==> config.mk <==
export PLATFORM = sky130hd
export DESIGN_NAME = ex_stage
export DESIGN_NICKNAME = d
export VERILOG_FILES = /design/src/rtl/ex_pkg.sv /design/src/rtl/ex_mul_seq.sv /design/src/rtl/ex_stage.sv
export SDC_FILE = /design/constraint.sdc
export NUM_CORES = 1
export LEC_CHECK = 0
export CELL_PAD_IN_SITES_DETAIL_PLACEMENT = 0
export CELL_PAD_IN_SITES_GLOBAL_PLACEMENT = 1
export CORE_ASPECT_RATIO = 1.4
export CORE_MARGIN = 5
export CORE_UTILIZATION = 38
export DETAILED_ROUTE_END_ITERATION = 7
export HOLD_SLACK_MARGIN = 0.05
export PLACE_DENSITY_LB_ADDON = 0.25
export SKIP_LAST_GASP = 1
export SYNTH_ARGS = -nofsm -noshare
export SYNTH_HDL_FRONTEND = slang
export SYNTH_SLANG_ARGS = --single-unit
export TNS_END_PERCENT = 50
==> constraint.sdc <==
create_clock -name clk -period 0.8 [get_ports clk]
set_input_delay 0.2 -clock clk [delete_from_list [all_inputs] [get_ports clk]]
set_output_delay 0.2 -clock clk [all_outputs]
set_load 0.1 [all_outputs]
==> src/rtl/ex_pkg.sv <==
// Shared definitions for the execute stage: ALU op codes, multiplier FSM states and bundles.
// The optional sequential multiplier is enabled with the EX_MUL_EN macro.
package ex_pkg;

    localparam int MUL_CYCLES = 32;

    localparam logic [2:0] ALU_ADD = 3'b000;
    localparam logic [2:0] ALU_SUB = 3'b001;
    localparam logic [2:0] ALU_AND = 3'b010;
    localparam logic [2:0] ALU_OR  = 3'b011;
    localparam logic [2:0] ALU_XOR = 3'b100;
    localparam logic [2:0] ALU_SLT = 3'b101;
    localparam logic [2:0] ALU_SLL = 3'b110;
    localparam logic [2:0] ALU_MUL = 3'b111;

    typedef enum logic [2:0] {
        OP_ADD = ALU_ADD,
        OP_SUB = ALU_SUB,
        OP_AND = ALU_AND,
        OP_OR  = ALU_OR,
        OP_XOR = ALU_XOR,
        OP_SLT = ALU_SLT,
        OP_SLL = ALU_SLL,
        OP_MUL = ALU_MUL
    } alu_op_e;

    typedef enum logic {
        ST_IDLE = 1'b0,
        ST_BUSY = 1'b1
    } mul_state_e;

    // Control and pass-through data that travel with a result into MEM.
    typedef struct packed {
        logic        rf_wr;
        logic        dm_wr;
        logic        m3sel;
        logic [31:0] rt;
        logic [31:0] rd;
    } ctl_t;

    typedef struct packed {
        ctl_t        ctl;
        logic [31:0] alu;
        logic        zero;
    } ex_mem_t;

    // Only a mul that actually writes the register file starts the multiplier.
    function automatic logic is_mul_req(input logic [2:0] op, input logic rf_we);
        return (op == ALU_MUL) && rf_we;
    endfunction

endpackage

==> src/rtl/ex_mul_seq.sv <==
// Shift-add multiplier: one partial product per clock, MUL_CYCLES clocks per multiply.
// product_o is the finished low word only during the cycle where last_o is high.
module ex_mul_seq
    import ex_pkg::*;
(
    input  logic        clk,
    input  logic        s,
    input  logic        start_i,
    input  logic        flush_i,
    input  logic [31:0] a_i,
    input  logic [31:0] b_i,
    output logic        busy_o,
    output logic        last_o,
    output logic [31:0] product_o
);

    mul_state_e  state_q, state_d;
    logic [4:0]  cnt_q, cnt_d;
    logic [31:0] acc_q, acc_d;
    logic [31:0] a_q, a_d;
    logic [31:0] b_q, b_d;
    logic [31:0] addend;

    assign addend    = a_q[cnt_q] ? (b_q << cnt_q) : 32'd0;
    assign busy_o    = (state_q == ST_BUSY);
    assign last_o    = busy_o && (cnt_q == 5'(MUL_CYCLES - 1));
    assign product_o = acc_q + addend;

    always_comb begin
        state_d = state_q;
        cnt_d   = cnt_q;
        acc_d   = acc_q;
        a_d     = a_q;
        b_d     = b_q;
        if (flush_i) begin
            state_d = ST_IDLE;
            cnt_d   = 5'd0;
            acc_d   = 32'd0;
        end else begin
            case (state_q)
                ST_IDLE: begin
                    if (start_i) begin
                        state_d = ST_BUSY;
                        a_d     = a_i;
                        b_d     = b_i;
                        acc_d   = 32'd0;
                        cnt_d   = 5'd0;
                    end
                end
                ST_BUSY: begin
                    acc_d = acc_q + addend;
                    cnt_d = cnt_q + 5'd1;
                    if (cnt_q == 5'(MUL_CYCLES - 1)) begin
                        state_d = ST_IDLE;
                    end
                end
                default: state_d = ST_IDLE;
            endcase
        end
    end

    always_ff @(posedge clk or negedge s) begin
        if (!s) begin
            state_q <= ST_IDLE;
            cnt_q   <= 5'd0;
            acc_q   <= 32'd0;
            a_q     <= 32'd0;
            b_q     <= 32'd0;
        end else begin
            state_q <= state_d;
            cnt_q   <= cnt_d;
            acc_q   <= acc_d;
            a_q     <= a_d;
            b_q     <= b_d;
        end
    end

endmodule

==> src/rtl/ex_stage.sv <==
// Execute stage: combinational ALU plus the EX/MEM output register.
// Define EX_MUL_EN to build in the multi-cycle multiplier and its stall logic.
module ex_stage
    import ex_pkg::*;
(
    input  logic        clk,
    input  logic        s,
    input  logic        flush,
    input  logic        rf_wre,
    input  logic        dm_wre,
    input  logic        m1sele,
    input  logic        m2sele,
    input  logic        m3sele,
    input  logic [2:0]  ALUope,
    input  logic [31:0] exte,
    input  logic [31:0] rsE,
    input  logic [31:0] rtE,
    input  logic [31:0] rdE,
    output logic        rf_wrm,
    output logic        dm_wrm,
    output logic        m3selm,
    output logic [31:0] aluM,
    output logic [31:0] rtM,
    output logic [31:0] rdM,
    output logic        zeroM,
    output logic        stall
);

    logic [31:0] op_a;
    logic [31:0] op_b;
    logic [31:0] alu_res;
    ctl_t        ctl_in;
    ex_mem_t     alu_out;
    ex_mem_t     bubble;
    ex_mem_t     out_q, out_d;
    logic        mul_req;

    assign op_a    = m2sele ? 32'd0 : rsE;
    assign op_b    = m1sele ? exte  : rtE;
    assign mul_req = is_mul_req(ALUope, rf_wre);

    assign ctl_in.rf_wr = rf_wre;
    assign ctl_in.dm_wr = dm_wre;
    assign ctl_in.m3sel = m3sele;
    assign ctl_in.rt    = rtE;
    assign ctl_in.rd    = rdE;

    // Mul is handled by the sequential unit; here it only yields 0 (nop or disabled build).
    always_comb begin
        alu_res = 32'd0;
        case (alu_op_e'(ALUope))
            OP_ADD:  alu_res = op_a + op_b;
            OP_SUB:  alu_res = op_a - op_b;
            OP_AND:  alu_res = op_a & op_b;
            OP_OR:   alu_res = op_a | op_b;
            OP_XOR:  alu_res = op_a ^ op_b;
            OP_SLT:  alu_res = {31'd0, $signed(op_a) < $signed(op_b)};
            OP_SLL:  alu_res = op_a << op_b[4:0];
            OP_MUL:  alu_res = 32'd0;
            default: alu_res = 32'd0;
        endcase
    end

    assign alu_out.ctl  = ctl_in;
    assign alu_out.alu  = alu_res;
    assign alu_out.zero = (alu_res == 32'd0);

    assign bubble.ctl  = '0;
    assign bubble.alu  = 32'd0;
    assign bubble.zero = 1'b1;

`ifdef EX_MUL_EN
    logic        mul_busy;
    logic        mul_last;
    logic [31:0] mul_product;
    ctl_t        hold_q;

    ex_mul_seq u_mul (
        .clk       (clk),
        .s         (s),
        .start_i   (mul_req),
        .flush_i   (flush),
        .a_i       (op_a),
        .b_i       (op_b),
        .busy_o    (mul_busy),
        .last_o    (mul_last),
        .product_o (mul_product)
    );

    // Bundle of the multiply in flight; upstream moves on before the result is written.
    always_ff @(posedge clk or negedge s) begin
        if (!s) begin
            hold_q <= '0;
        end else if (!flush && !mul_busy && mul_req) begin
            hold_q <= ctl_in;
        end
    end

    assign stall = s && !flush && (mul_busy ? !mul_last : mul_req);

    always_comb begin
        out_d = bubble;
        if (!flush) begin
            if (mul_busy) begin
                if (mul_last) begin
                    out_d.ctl  = hold_q;
                    out_d.alu  = mul_product;
                    out_d.zero = (mul_product == 32'd0);
                end
            end else if (!mul_req) begin
                out_d = alu_out;
            end
        end
    end
`else
    assign stall = 1'b0;

    always_comb begin
        out_d = bubble;
        if (!flush) begin
            out_d = alu_out;
        end
    end
`endif

    always_ff @(posedge clk or negedge s) begin
        if (!s) begin
            out_q <= '0;
        end else begin
            out_q <= out_d;
        end
    end

    assign rf_wrm = out_q.ctl.rf_wr;
    assign dm_wrm = out_q.ctl.dm_wr;
    assign m3selm = out_q.ctl.m3sel;
    assign rtM    = out_q.ctl.rt;
    assign rdM    = out_q.ctl.rd;
    assign aluM   = out_q.alu;
    assign zeroM  = out_q.zero;

endmodule

==> metrics.md, run 1 <==
| Metric | Value |
|---|---|
| Critical path capture point type | `flop` |
| Crit share post-route | `449%` |
| Post-synthesis cell area | `11000 sq um` |
| Die X | `154 microns` |
| Crit path launch | `m1sele` |
| CTS root buf | `clkbuf_16` |
| Status | `finished, violations left` |
| Die extent in y | `212 microns` |
| Layout area overhead | `98.4%` |
| Num Clock Sinks | `100` |
| Worst-margin pin slew | `0.741 ns` |
| FF/Latch Area | `2690 sq um` |
| Max Transition Viols Final | `0` |
| Net Sw Frac | `43.8%` |
| YS warnings | `0` |
| DP HPWL | `47800 microns` |
| Synth cell types | `81` |
| PD cells | `1320 nW/um^2` |
| CP max stage cell | `a221oi_1` |
| Gr usage total | `35.2%` |
| Buf+Inv Stages, Crit Path | `8` |
| Design area | `21900 sq um` |
| Final Non-Filler Cells | `2511` |
| Internal power | `16.2 mW` |
| Max Clock Freq | `278 MHz` |
| Layout cells sized above 1 | `50.1%` |
| Routed WL | `60400 microns` |
| Largest net degree at the start of global routing | `45` |
| Vias in the first global route | `15184` |
| Worst Path Required | `1.10 ns` |
| Clock transition at path regs | `0.08 ns` |
| # IOs | `240` |
| Die area | `32600 sq um` |
| Worst path max stage delay | `0.44 ns` |
| H-tree depth | `3` |
| Setup CP Type | `in -> reg` |
| Drt via density | `5.79` |
| Sum Neg Setup Slack | `-105.95 ns` |
| Placed cell area | `19000 sq um` |
| Min-delay worst type | `in -> reg` |
| Routed Antenna Nets | `0` |
| CP Data Arrival Time | `3.89 ns` |
| Setup WS post-layout | `-2.80 ns` |
| Tmin final | `3.60 ns` |
| Post-Syn Instances | `1386` |
| Delay-heaviest family, CP | `simple AND/OR/NAND/NOR gates` |
| Initial antenna violation count | `1` |
| Multi-input gate area | `9820 sq um` |
| Placer Congestion | `1.06` |
| Ant. Diodes | `0` |
| Pre-CTS setup slack | `-3.60 ns` |
| Synthesized flop and latch total | `100` |
| Util after Layout | `76.8%` |
| Async SR Flop Fraction | `100%` |
| Worst hold start | `rtE[3]` |
| Failing checks | `negative setup slack` |
| Total power | `28.9 mW` |
| Syn_nets | `1624` |
| Nets | `2369` |
| CP Cell Sequence | `buf_16 > mux2i_4 > inv_4 > buf_4 > buf_6 > buf_12 > mux2_2 > a221oi_1 > buf_4 > nor2_1 > o22ai_2 > nand4_1 > nor4b_2 > buf_4 > nand4_1 > nor4b_2 > buf_4 > nand4_1 > o31ai_2` |
| Unrepaired setup endpoints after global routing | `true` |
| Hold Violations, Final | `0` |
| # rows | `73` |
| Sw power | `12.6 mW` |
| Prevailing post-synth register cell | `dfrtp_1` |
| First-pass GRT wire length | `88500 microns` |
| Core area | `28500 sq um` |
| Port Buffers | `238` |
| # fillers | `2040` |
| Pre-antenna DRT Iters | `5` |
| Endpoints failing setup | `133` |
| Detailed router's first-iteration violation count | `1080` |
| CTS buffer count | `9` |
| Via count | `14540` |
| Maximum vdd drop | `1280 uV` |
| CP max FO | `8` |
| Seq/Total Area, Yosys | `22.7%` |
| Inst Count DP | `2412` |
| Fin Hold WS | `0.0793 ns` |
| Synth Area per Inst | `7.96 sq um` |
| Combinational share of power | `63.6%` |
| Cell mode on critical path | `buf_4` |
| Grt ovf | `0` |
| Max-cap violations | `0` |
| Clock power share | `16.3%` |
| Seq pwr share | `20.1%` |
| CTS max path bufs | `2` |
| Max_slew headroom | `50.4%` |
| EDFF count, synth | `0` |
| DRC Markers | `0` |
| Leakage power | `9.67 nW` |
| Wirelength per Cell | `24.1 microns` |
| CTS tree | `yes` |
| Nature of the critical path startpoint | `input pin` |
| Initial core utilization | `38.7%` |
what timing repair did:
action                                  in CTS  in global routing
endpoints found under the hold margin      100                  0
pin swaps                                  117                 94
endpoints found under the setup margin     133                133
hold buffers                                 1                  0
gates resized for setup                    318                129
buffers inserted                            75                 33
cloned                                       2                  0
placed cells by master, fill, tap and decap left out, types with 9 or more instances in the layout:
master             n
a21oi_2           21
a31oi_1            9
dfrtp_1           50
and2_1             9
clkbuf_16          9
nor2_1           104
mux2i_1           36
inv_1             85
buf_6             51
ha_1              67
dfrtp_4           50
mux4_2            22
nor2_2            11
dlygate4sd2_1     27
nand4_1           15
a21o_1            12
ha_4              24
a21oi_1           57
nor3_1            31
nand2b_1          16
clkdlybuf4s50_1   92
o21ai_0           41
nand3_1           25
o22ai_1           20
o21a_1            11
nand2_1           87
a211o_1           10
o211ai_1          17
mux2i_4           18
buf_12           111
buf_4            517
nor2b_4           23
o21ai_1           14
o221ai_1          13
nor2b_1           92
cells in the mapped netlist, drive strengths merged (22+ instances only):
library cell	number	area (sq um)
a21oi	85	425
buf	27	130
clkbuf	63	236
dfrtp	100	2500
ha	97	1210
inv	97	367
mux2i	60	613
mux4	22	495
nand2	92	345
nand3	28	140
nor2	123	462
nor2b	118	738
nor3	41	205
o21ai	67	335
o22ai	25	156
per-layer routing:
metal	global-route usage, %	vias up	part of all wire [%]
met5	0	-	0
met4	29.7	0	11
met3	5.64	287	6.1
met2	62.1	731	49
met1	36.2	7001	34
li1	-	6521	-
worst paths after layout:
check | end | slack [ns] | cells past startpoint
min in group asynchronous | m3selm$_DFF_PN0_ | 0.17 | 2
max | zeroM$_DFF_PN0_ | -2.80 | 19
min | rtM[3]$_DFF_PN0_ | 0.08 | 2
max in group asynchronous | aluM[1]$_DFF_PN0_ | 0.13 | 3
power groups by stage:
stage | sequential (mW) | clock, mW | combinational, mW
after floorplan | 8.28 | 0 | 5.61
after CTS | 5.82 | 4.84 | 17.2
final | 5.81 | 4.70 | 18.3
after detailed placement | 5.93 | 0 | 15.6
after global routing | 5.85 | 4.95 | 19.1
after global placement | 5.91 | 0 | 15.4
logic make-up after synthesis:
kind of cell	after synthesis	share of synthesized area (%)
and+or+nand+nor	503	23.1
adders and majority gates	99	11.4
AOI/OAI and AO/OA	391	24.3
other	1	0.0340
DFF	100	22.7
muxes	90	10.9
buffers and inverters	191	6.78
xor gates and xnor gates	11	0.873
layout make-up:
type,instances,share of cell area [%]
clock inverters,6,0.297
repair buffers,824,37.5
multi-input cells,1095,44.9
well taps,375,2.14
inverters,101,1.81
clock buffers,10,1.09
flip-flops and latches,100,12.3
state kept, by name, indices dropped and copies added, names as in the netlist:
name and count:
dm_wrm 1, aluM 32, m3selm 1, zeroM 1, rdM 32, rf_wrm 1, rtM 32
Power figures use the tool's default switching activity.
==> inputs of run 2 (changes only) <==
Settings changed: CAP_MARGIN from default to 20, TNS_END_PERCENT 50 to 10.
==> metrics.md, run 2 (synthesized netlist as in run 1, its figures left out) <==
| Metric | Value |
|---|---|
| Status | `finished, violations left` |
| Failing checks | `negative setup slack` |
| Leakage power | `9.38 nW` |
| # rows | `73` |
| Die area | `32600 sq um` |
| Critical path capture point type | `flop` |
| Internal power | `15.6 mW` |
| Pre-CTS setup slack | `-3.68 ns` |
| Tmin final | `3.71 ns` |
| DRC Markers | `0` |
| Commonest cells after routing, fill and taps aside | `buf_4, nor2_1, buf_12` |
| Sw power | `11.9 mW` |
| CTS tree | `yes` |
| # IOs | `240` |
| Crit share post-route | `464%` |
| Setup WS post-layout | `-2.91 ns` |
| H-tree depth | `3` |
| First-pass GRT wire length | `84800 microns` |
| Max-cap violations | `0` |
| Initial antenna violation count | `0` |
| Max Transition Viols Final | `0` |
| Pre-antenna DRT Iters | `7` |
| CTS max path bufs | `2` |
| Port Buffers | `238` |
| CTS root buf | `clkbuf_16` |
| Min-delay worst type | `in -> reg` |
| Core area | `28500 sq um` |
| Seq pwr share | `20.7%` |
| Setup CP Type | `in -> reg` |
| Ant. Diodes | `0` |
| DP HPWL | `46600 microns` |
| PD cells | `1340 nW/um^2` |
| Max Clock Freq | `270 MHz` |
| Commonest non-fill, non-tap cell in the layout | `buf_4` |
| Grt ovf | `0` |
| Initial core utilization | `38.7%` |
| Routed Antenna Nets | `0` |
| Max_slew headroom | `49.4%` |
| Clock transition at path regs | `0.09 ns` |
| Via count | `14004` |
| Design area | `20500 sq um` |
| Vias in the first global route | `14568` |
| Final Non-Filler Cells | `2456` |
| Net Sw Frac | `43.3%` |
| Total power | `27.5 mW` |
| Placed cell area | `18600 sq um` |
| Unrepaired setup endpoints after global routing | `true` |
| Worst-margin pin slew | `0.756 ns` |
| Crit path capture | `zeroM$_DFF_PN0_` |
| Die X | `154 microns` |
| Nets | `2314` |
| Hold Violations, Final | `0` |
| Largest net degree at the start of global routing | `57` |
| Layout cells sized above 1 | `41.6%` |
| Gr usage total | `34.0%` |
| Sum Neg Setup Slack | `-103.67 ns` |
| Placer Congestion | `1.02` |
| Nature of the critical path startpoint | `input pin` |
| Crit path launch | `m1sele` |
| CTS buffer count | `9` |
| Drt via density | `5.70` |
| CP Data Arrival Time | `3.99 ns` |
| # fillers | `2127` |
| Wirelength per Cell | `23.6 microns` |
| Maximum vdd drop | `1030 uV` |
| Detailed router's first-iteration violation count | `838` |
| Combinational share of power | `61.5%` |
| Inst Count DP | `2390` |
| Worst Path Required | `1.08 ns` |
| CP max FO | `3` |
| Endpoints failing setup | `133` |
| Routed WL | `57800 microns` |
| Die extent in y | `212 microns` |
| Multi-input gate area | `9130 sq um` |
| Layout area overhead | `85.9%` |
| Clock power share | `17.8%` |
| FF/Latch Area | `2500 sq um` |
| Num Clock Sinks | `100` |
==> run 2: cell count changes in the layout (fill, tap and decap cells not counted), sizes merged, moves of 2 or more <==
cell           change
buf               -57
dlygate4sd2        +2
clkdlybuf4s15      -5
dlymetal6s2s       +6
clkinvlp           -2
==> run 2: metal layers <==
| layer | vias up | routed length (microns) | global-route usage, % |
|---|---|---|---|
| li1 | 6423 | - | - |
| met1 | 6703 | 20200 | 35.4 |
| met2 | 650 | 29400 | 61.3 |
| met3 | 228 | 3080 | 5.11 |
| met4 | 0 | 5180 | 25.6 |
| met5 | - | 0 | 0 |
==> run 2: critical path, cell delays in order <==
cell and delay, ns:
buf_12 0.11, buf_12 0.12, buf_12 0.11, mux2i_4 0.22
buf_4 0.15, inv_2 0.05, ha_1 0.24, o2111ai_4 0.29
a21oi_4 0.13, buf_6 0.15, o311ai_0 0.49, o311ai_1 0.28
o22a_1 0.26, o211ai_1 0.20, nand4_1 0.18, nor4b_4 0.34
nand4_1 0.18, o31ai_2 0.28
==> run 2: power by group through the flow <==
stage / logic, mW / clock network, mW / registers [mW]
global placement: 15.2 / 0 / 5.77
detailed placement: 15.3 / 0 / 5.79
CTS: 16.4 / 5.02 / 5.69
finish: 16.9 / 4.90 / 5.69
floorplan: 5.50 / 0 / 8.11
global route: 17.7 / 5.20 / 5.72
==> run 2: per-stage QoR <==
stage                     util, %  hold slack (ns)
final                        72.0            0.133
after CTS                    70.4            0.120
after detailed placement     65.3            0.207
after floorplan                 -          -0.0956
after global placement       65.3            0.199
after global routing         72.0            0.138
==> run 2: worst min path at each step <==
stage                        from            endpoint  depth (start not counted)
final                     rtE[10]   rtM[10]$_DFF_PN0_                          2
after global placement          s   rdM[14]$_DFF_PN0_                          2
after floorplan                 s   aluM[0]$_DFF_PN0_                          0
after CTS                   flush  aluM[17]$_DFF_PN0_                          2
after global routing        flush  aluM[17]$_DFF_PN0_                          2
after detailed placement        s   rdM[14]$_DFF_PN0_                          2
==> run 2: timing repair <==
item	CTS	global route
gates resized for setup	196	69
hold buffers	1	0
setup buffers	35	16
setup endpoints to repair	133	133
endpoints found under the hold margin	100	0
gates cloned	2	0
pin swaps	66	30
==> run 2: final cells by class <==
| class | count | share of cell area, % |
|---|---|---|
| Inverter | 101 | 1.90 |
| Clock buffer | 9 | 1.10 |
| Multi-Input combinational cell | 1095 | 44.5 |
| Timing Repair Buffer | 769 | 37.5 |
| Tap cell | 375 | 2.29 |
| Sequential cell | 100 | 12.2 |
| Clock inverter | 7 | 0.476 |
==> inputs of run 3 (changes only) <==
Settings changed: CORE_ASPECT_RATIO 1.4 to 0.7, SLEW_MARGIN from default to 20.
==> metrics.md, run 3 (synthesized netlist as in run 1, its figures left out) <==
| Metric | Value |
|---|---|
| Max-cap violations | `0` |
| Commonest cells after routing, fill and taps aside | `buf_4, buf_12, nor2_1` |
| Grt ovf | `0` |
| Largest net degree at the start of global routing | `36` |
| Initial core utilization | `38.4%` |
| Ant. Diodes | `0` |
| Leakage power | `9.69 nW` |
| CTS root buf | `clkbuf_16` |
| Delay-heaviest family, CP | `compound AO/OA/AOI/OAI gates` |
| Util after Layout | `73.9%` |
| CP Data Arrival Time | `3.95 ns` |
| Routed WL | `60100 microns` |
| Unrepaired setup endpoints after global routing | `true` |
| Placer Congestion | `1.09` |
| Status | `finished, violations left` |
| # IOs | `240` |
| Final Non-Filler Cells | `2525` |
| CP max FO | `7` |
| Vias in the first global route | `14354` |
| Crit share post-route | `456%` |
| Sum Neg Setup Slack | `-103.84 ns` |
| Initial antenna violation count | `1` |
| PD cells | `1350 nW/um^2` |
| Nets | `2380` |
| Min-delay worst type | `in -> reg` |
| Crit path launch | `m2sele` |
| Clock transition at path regs | `0.09 ns` |
| Wirelength per Cell | `23.8 microns` |
| Setup CP Type | `in -> reg` |
| Max Transition Viols Final | `0` |
| Drt via density | `5.84` |
| CP max stage cell | `o41ai_1` |
| Max Clock Freq | `274 MHz` |
| Worst Path Required | `1.10 ns` |
| Failing checks | `negative setup slack` |
| Hold path depth | `2` |
| Layout cells sized above 1 | `44.7%` |
| CTS max path bufs | `2` |
| CTS tree | `yes` |
| DP HPWL | `47400 microns` |
| Detailed router's first-iteration violation count | `1735` |
| Die X | `214 microns` |
| First-pass GRT wire length | `89100 microns` |
| Commonest non-fill, non-tap cell in the layout | `buf_4` |
| Crit path capture | `zeroM$_DFF_PN0_` |
| Via count | `14735` |
| Die area | `32600 sq um` |
| Inst Count DP | `2428` |
| Core area | `28800 sq um` |
| CTS buffer count | `9` |
| Hold Violations, Final | `0` |
| Tmin final | `3.65 ns` |
| Setup WS post-layout | `-2.85 ns` |
| CP Cell Sequence | `buf_4 > bufbuf_16 > nor2b_4 > ha_4 > nor4_4 > buf_4 > o21ai_2 > o311ai_4 > buf_4 > nor3_1 > o41ai_1 > buf_4 > nand2_1 > o221ai_1 > o31ai_1 > nor4_1 > buf_4 > nand4_1 > o31ai_2` |
| # rows | `52` |
| Critical path capture point type | `flop` |
| Pre-antenna DRT Iters | `8` |
| Cell mode on critical path | `buf_4` |
| DRC Markers | `0` |
| Num Clock Sinks | `100` |
| Nature of the critical path startpoint | `input pin` |
| H-tree depth | `3` |
| Layout area overhead | `92.5%` |
| Crit path depth | `19` |
| Fin Hold WS | `0.150 ns` |
| Buf+Inv Stages, Crit Path | `6` |
| Gr usage total | `35.4%` |
| Endpoints failing setup | `133` |
| Routed Antenna Nets | `0` |
| Worst-margin pin slew | `0.767 ns` |
| Port Buffers | `238` |
| Max_slew headroom | `48.7%` |
| Die extent in y | `153 microns` |
| Maximum vdd drop | `1260 uV` |
| Worst path max stage delay | `0.53 ns` |
run 3: cell types whose count changed in the layout (fill, tap and decap cells not counted), sizes merged, moves of 2 or more:
cell	change
dlygate4sd2	+3
bufbuf	+2
clkdlybuf4s50	+5
dlymetal6s2s	-8
buf	+64
run 3: layer usage:
layer | part of all wire [%] | wire length, microns | vias up | global-route usage [%]
met2 | 41 | 24900 | 968 | 49.9
met1 | 44 | 26200 | 7123 | 53.4
met4 | 1.9 | 1160 | 0 | 6.63
li1 | - | - | 6538 | -
met5 | 0 | 0 | - | 0
met3 | 13 | 7910 | 106 | 11.0
run 3: area by class of cell:
cell class	count	area [sq um]
clock buffers	9	225
fillers	2114	7510
well taps	378	473
inverters	101	393
repair buffers	835	8230
clock inverters	7	88.8
flip-flops and latches	100	2500
multi-input cells	1095	9330
run 3: repair_timing:
action / CTS / global route
cloned: 4 / 0
endpoints found under the setup margin: 133 / 133
pin swaps: 67 / 54
endpoints found under the hold margin: 100 / 0
buffers inserted: 59 / 22
gates resized for setup: 227 / 82
hold buffers: 1 / 0
run 3: worst min-delay path by stage:
stage | from | to
2_1_floorplan | s | aluM[0]$_DFF_PN0_
3_3_place_gp | s | rdM[5]$_DFF_PN0_
3_5_place_dp | s | rdM[6]$_DFF_PN0_
4_1_cts | flush | aluM[17]$_DFF_PN0_
5_1_grt | rtE[15] | rtM[15]$_DFF_PN0_
6_report | rtE[15] | rtM[15]$_DFF_PN0_
run 3: through the flow:
stage	total power, mW	instance area (sq um)	setup slack (ns)
floorplan	13.6	11700	-2.81
global placement	21.3	18900	-3.49
detailed placement	21.4	18900	-3.55
CTS	27.7	20700	-2.66
global route	29.7	21200	-2.91
finish	28.7	21200	-2.85
run 3: where the power goes:
group | internal (mW) | total [mW] | switching (mW)
Sequential | 5.39 | 5.68 | 0.287
Clock | 2.28 | 4.84 | 2.56
Combinational | 8.30 | 18.2 | 9.86
Total | 16.0 | 28.7 | 12.7
==> edit 1, RTL diff (flow settings as in run 1) <==
The option `EX_MUL_EN` is turned on by a define.
--- a/src/rtl/ex_stage.sv
+++ b/src/rtl/ex_stage.sv
@@ -2,2 +2,4 @@
 // Define EX_MUL_EN to build in the multi-cycle multiplier and its stall logic.
+`define EX_MUL_EN
+
 module ex_stage
Formal check against the unedited RTL: not equivalent (a bounded check fails within 4 cycles, from zero or initial values).
==> edit 1 against run 1 <==
The flow still finishes with violations (setup timing). Largest cell class unchanged. Final area increased by 64%. Largest power group unchanged. Sequential cell count increased by 169. Setup slack got worse by 1300 ps. Routed wire length up 76%. Clock power rose to 3.0 times the old value. Power up 98%. Synthesized area is 93% higher.
==> edit 1: results (changes against run 1) <==
timing:
  setup_viol_count_final: 370  # +180%
  setup_ws_ps: -4100  # -1310 ps
  tightest_slew_ps: 848  # +107 ps
  fin_setup_tns_ps: -492460  # -386520 ps
global_route:
  use_met3_pct: 2.67  # -3.0 points
  grt_antenna_before_repair: 0  # -1
  globalRouteMet2Util_pct: 59.7  # -2.4 points
  pin_count_of_the_biggest_net_entering_global_routing: 68  # +51%
  grt_util_all_layers_pct: 33.2  # -2.0 points
  grt_first_pass_wirelength_um: 156000  # +76%
  grt_pass1_vias: 25556  # +68%
pwr:
  ir_worst_vdd_v: 0.00154  # +21%
  internal-power_mw: 36.0  # +120%
  combinationalPower_mw: 26.6  # +45%
  netSwitchingPower_mw: 21.1  # +67%
  clock_power_share_pct: 24.5  # +8.2 points
  cellLeakagePower_nw: 16.6  # +72%
clock_network:
  cts_htree_levels: 1  # -2
  clkSlewWorstSetupHoldPaths_ps: 60  # -20 ps
logic_synthesis:
  synth_compound_gate_area_share_pct: 24.6  # +0.39 points
  synth_area_leaders: "dfrtp_1 (32%), ha_1 (7.6%), o21ai_0 (5.3%), mux2i_1 (4.7%), nand2_1 (4.6%)"
  synth_sequential_area_ratio_pct: 31.6  # +8.9 points
  yosys.area_share.xor_xnor_pct: 1.69  # +0.81 points
  yosysUniqueCellTypes: 86  # +6.2%
  synth.cells.most_frequent: "dfrtp_1 (269), nand2_1 (262), o21ai_0 (224)"
  muxShareOfSynthArea_pct: 13.3  # +2.4 points
  synthesis.area_per_instance_sq_um: 8.71  # +9.4%
place:
  place.detailed.instances: 4147  # +72%
  post-dp-hpwl_um: 86300  # +81%
  routabilityCongestion: 1.07  # +1.5%
  pre_cts_ws_ps: -4260  # -653 ps
  placed_cell_area_sq_mm: 0.0323  # +70%
route:
  met3_length_um: 4070  # +11%
  first_iter_violations: 1523  # +41%
  vias_per_cell: 5.64  # -2.5%
  drt-met1-wl_um: 37700  # +82%
  wl_um: 106000  # +76%
worst_setup_path:
  timing.critical_path.slowest_stage_cell: "or4_4"
  timing.critical_path.slowest_cell_delay_ps: 550  # +110 ps
layout:
  final_layout_size_suffix_gt1_share_pct: 43.8  # -6.3 points
  layout.filler_cells: 4615  # +130%
  fin_util_pct: 64.9  # -12 points
  buffer_area_share_pct: 31.8  # -5.7 points
  signal_buffers: 1215  # +47%
  number_of_nets_in_the_layout: 3801  # +60%
  layout.sequential_cells: 269  # +170%
  share_of_cell_area_taken_by_multi_input_logic_gates_pct: 43.0  # -1.9 points
  nonClockInverterCount: 120  # +19%
  clock_tree_area_fraction_pct: 2.77  # +1.4 points
outcome:
  outcome: "finished, violations left"
  failed_checks: "setup timing"
worst_hold_path:
  hold_path_depth: 3  # +1
==> edit 1: changes by cell type in the layout (fill, tap and decap cells not counted), moves of 45 or more <==
cell,change
dfrtp_4,-50
buf_4,+364
nor2b_1,-58
nor2_1,+55
a22o_1,+87
a21oi_1,+45
dfrtp_1,+218
o21ai_0,+131
nand2_1,+160
mux2_2,+78
==> edit 1: path summary, 6_finish.rpt <==
check                               start            end
hold / removal                    rtE[15]        rtM[15]
max in group asynchronous               s  u_mul.a_q[15]
hold reg to reg             u_mul.a_q[14]  u_mul.a_q[14]
min in group asynchronous               s     hold_q[23]
setup / recovery           u_mul.cnt_q[0]          zeroM
setup reg to reg           u_mul.cnt_q[0]          zeroM
==> edit 1: repair_timing <==
item | CTS | global route
pin swaps | 70 | 104
hold buffers | 1 | 0
endpoints found under the setup margin | 370 | 438
gates resized for setup | 261 | 164
endpoints found under the hold margin | 269 | 0
cloned | 1 | 7
setup buffers | 64 | 22
==> edit 2, RTL diff (flow settings as in run 1) <==
Made on the original files. Remove the case item `OP_ADD` of the case on `alu_op_e'(ALUope)`.
--- a/src/rtl/ex_stage.sv
+++ b/src/rtl/ex_stage.sv
@@ -51,3 +51,2 @@
         case (alu_op_e'(ALUope))
-            OP_ADD:  alu_res = op_a + op_b;
             OP_SUB:  alu_res = op_a - op_b;
Check against the original RTL: not equivalent (a bounded check fails within 4 cycles, from zero or initial values).
==> edit 2 against run 1 <==
Final area down 15%. Core utilization decreased by 1.3 points. Setup slack improved by 240 ps. The flow still finishes with violations (setup timing). Power fell by 17%. Synthesized area fell by 15%. Sequential cell count did not move. Routed wire length is 27% lower. Via count shrank 21%.
==> edit 2: results (changes against run 1) <==
logic_synthesis:
  synthesis.area_per_instance_sq_um: 8.10  # +1.8%
  yosys.area_share.adder_pct: 13.2  # +1.8 points
  synth_compound_gate_area_share_pct: 20.3  # -4.0 points
  muxShareOfSynthArea_pct: 9.14  # -1.7 points
  synth_area_leaders: "dfrtp_1 (27%), ha_1 (13%), mux2i_1 (7.8%), nor2b_1 (7.2%), a21oi_1 (4.3%)"
  yosys.area_share.xor_xnor_pct: 1.97  # +1.1 points
  ys_async_sr_fraction_pct: 100  # unchanged
  synth.cells.most_frequent: "nand2_1 (108), nor2b_1 (108), nor2_1 (106)"
  syn_nets: 1391  # -14%
  synth_sequential_area_ratio_pct: 26.8  # +4.1 points
timing:
  fin_setup_tns_ps: -98740  # +7200 ps
  whs_ps: 118  # +38.7 ps
  setup_viol_count_final: 133  # unchanged
  setup_ws_ps: -2560  # +238 ps
  slew-limit-headroom_pct: 50.9  # +0.47 points
global_route:
  globalRouteMet2Util_pct: 53.6  # -8.5 points
  use_met3_pct: 4.41  # -1.2 points
  grt_util_all_layers_pct: 30.5  # -4.7 points
  grt_pass1_vias: 11815  # -22%
  met1_usage_pct: 36.4  # +0.26 points
  grt_first_pass_wirelength_um: 65700  # -26%
  grt_antenna_before_repair: 0  # -1
  pin_count_of_the_biggest_net_entering_global_routing: 46  # +2.2%
worst_setup_path:
  timing.critical_path.slowest_cell_delay_ps: 510  # +70 ps
  crit_fanout: 5  # -3
  timing.critical_path.slowest_stage_cell: "clkdlybuf4s50_1"
  cp_data_arrival_time_ps: 3670  # -220 ps
  critical_path.top_delay_family: "compound AO/OA/AOI/OAI gates"
  critPathLaunch: "rsE[12]"
layout:
  layout.filler_cells: 1726  # -15%
  final_layout_size_suffix_gt1_share_pct: 47.6  # -2.6 points
  number_of_nets_in_the_layout: 2034  # -14%
pwr:
  clock_power_share_pct: 17.6  # +1.3 points
  part_of_the_total_power_dissipated_in_combinational_logic_pct: 58.5  # -5.1 points
  ir_worst_vdd_v: 0.00137  # +7.5%
  cellLeakagePower_nw: 8.36  # -14%
  netSwitchingFraction_pct: 41.0  # -2.8 points
  netSwitchingPower_mw: 9.82  # -22%
worst_hold_path:
  worstHoldEndpoint: "rtM[0]"
  timing.hold.worst.start: "rtE[0]"
place:
  pre_cts_ws_ps: -3520  # +82.6 ps
  post-dp-hpwl_um: 35200  # -26%
  placed_cell_area_sq_mm: 0.0163  # -14%
  routabilityCongestion: 0.996  # -5.8%
clock_network:
  postCtsSetupBuffers: 53  # -29%
outcome:
  outcome: "finished, violations left"
  failed_checks: "setup timing"
route:
  vias_per_cell: 5.42  # -6.4%
  wl_um: 44400  # -27%
edit 2: cell types whose count changed after synthesis, moves of 11 or more:
cell | run 1 | this run
clkbuf_1 | 63 | 49
mux2i_1 | 59 | 73
and2_1 | 12 | 1
nand3_1 | 28 | 10
inv_1 | 95 | 73
o31ai_1 | 15 | 3
nor3_1 | 41 | 20
nor2_1 | 123 | 106
o21ai_0 | 64 | 49
mux4_2 | 22 | 3
nand2_1 | 92 | 108
edit 2: cell type report:
cell class / count / area [sq um] / share of cell area [%]
Clock buffer: 10 / 229 / 1.24
Clock inverter: 6 / 47.5 / 0.257
Inverter: 74 / 280 / 1.51
Multi-Input combinational cell: 905 / 7550 / 40.8
Sequential cell: 100 / 2750 / 14.9
Tap cell: 315 / 394 / 2.13
Timing Repair Buffer: 707 / 7260 / 39.2
edit 2: layer usage:
layer / wire, um / part of all wire [%]
met5: 0 / 0
met2: 22300 / 50
met1: 17000 / 38
met3: 2930 / 6.6
met4: 2170 / 4.9
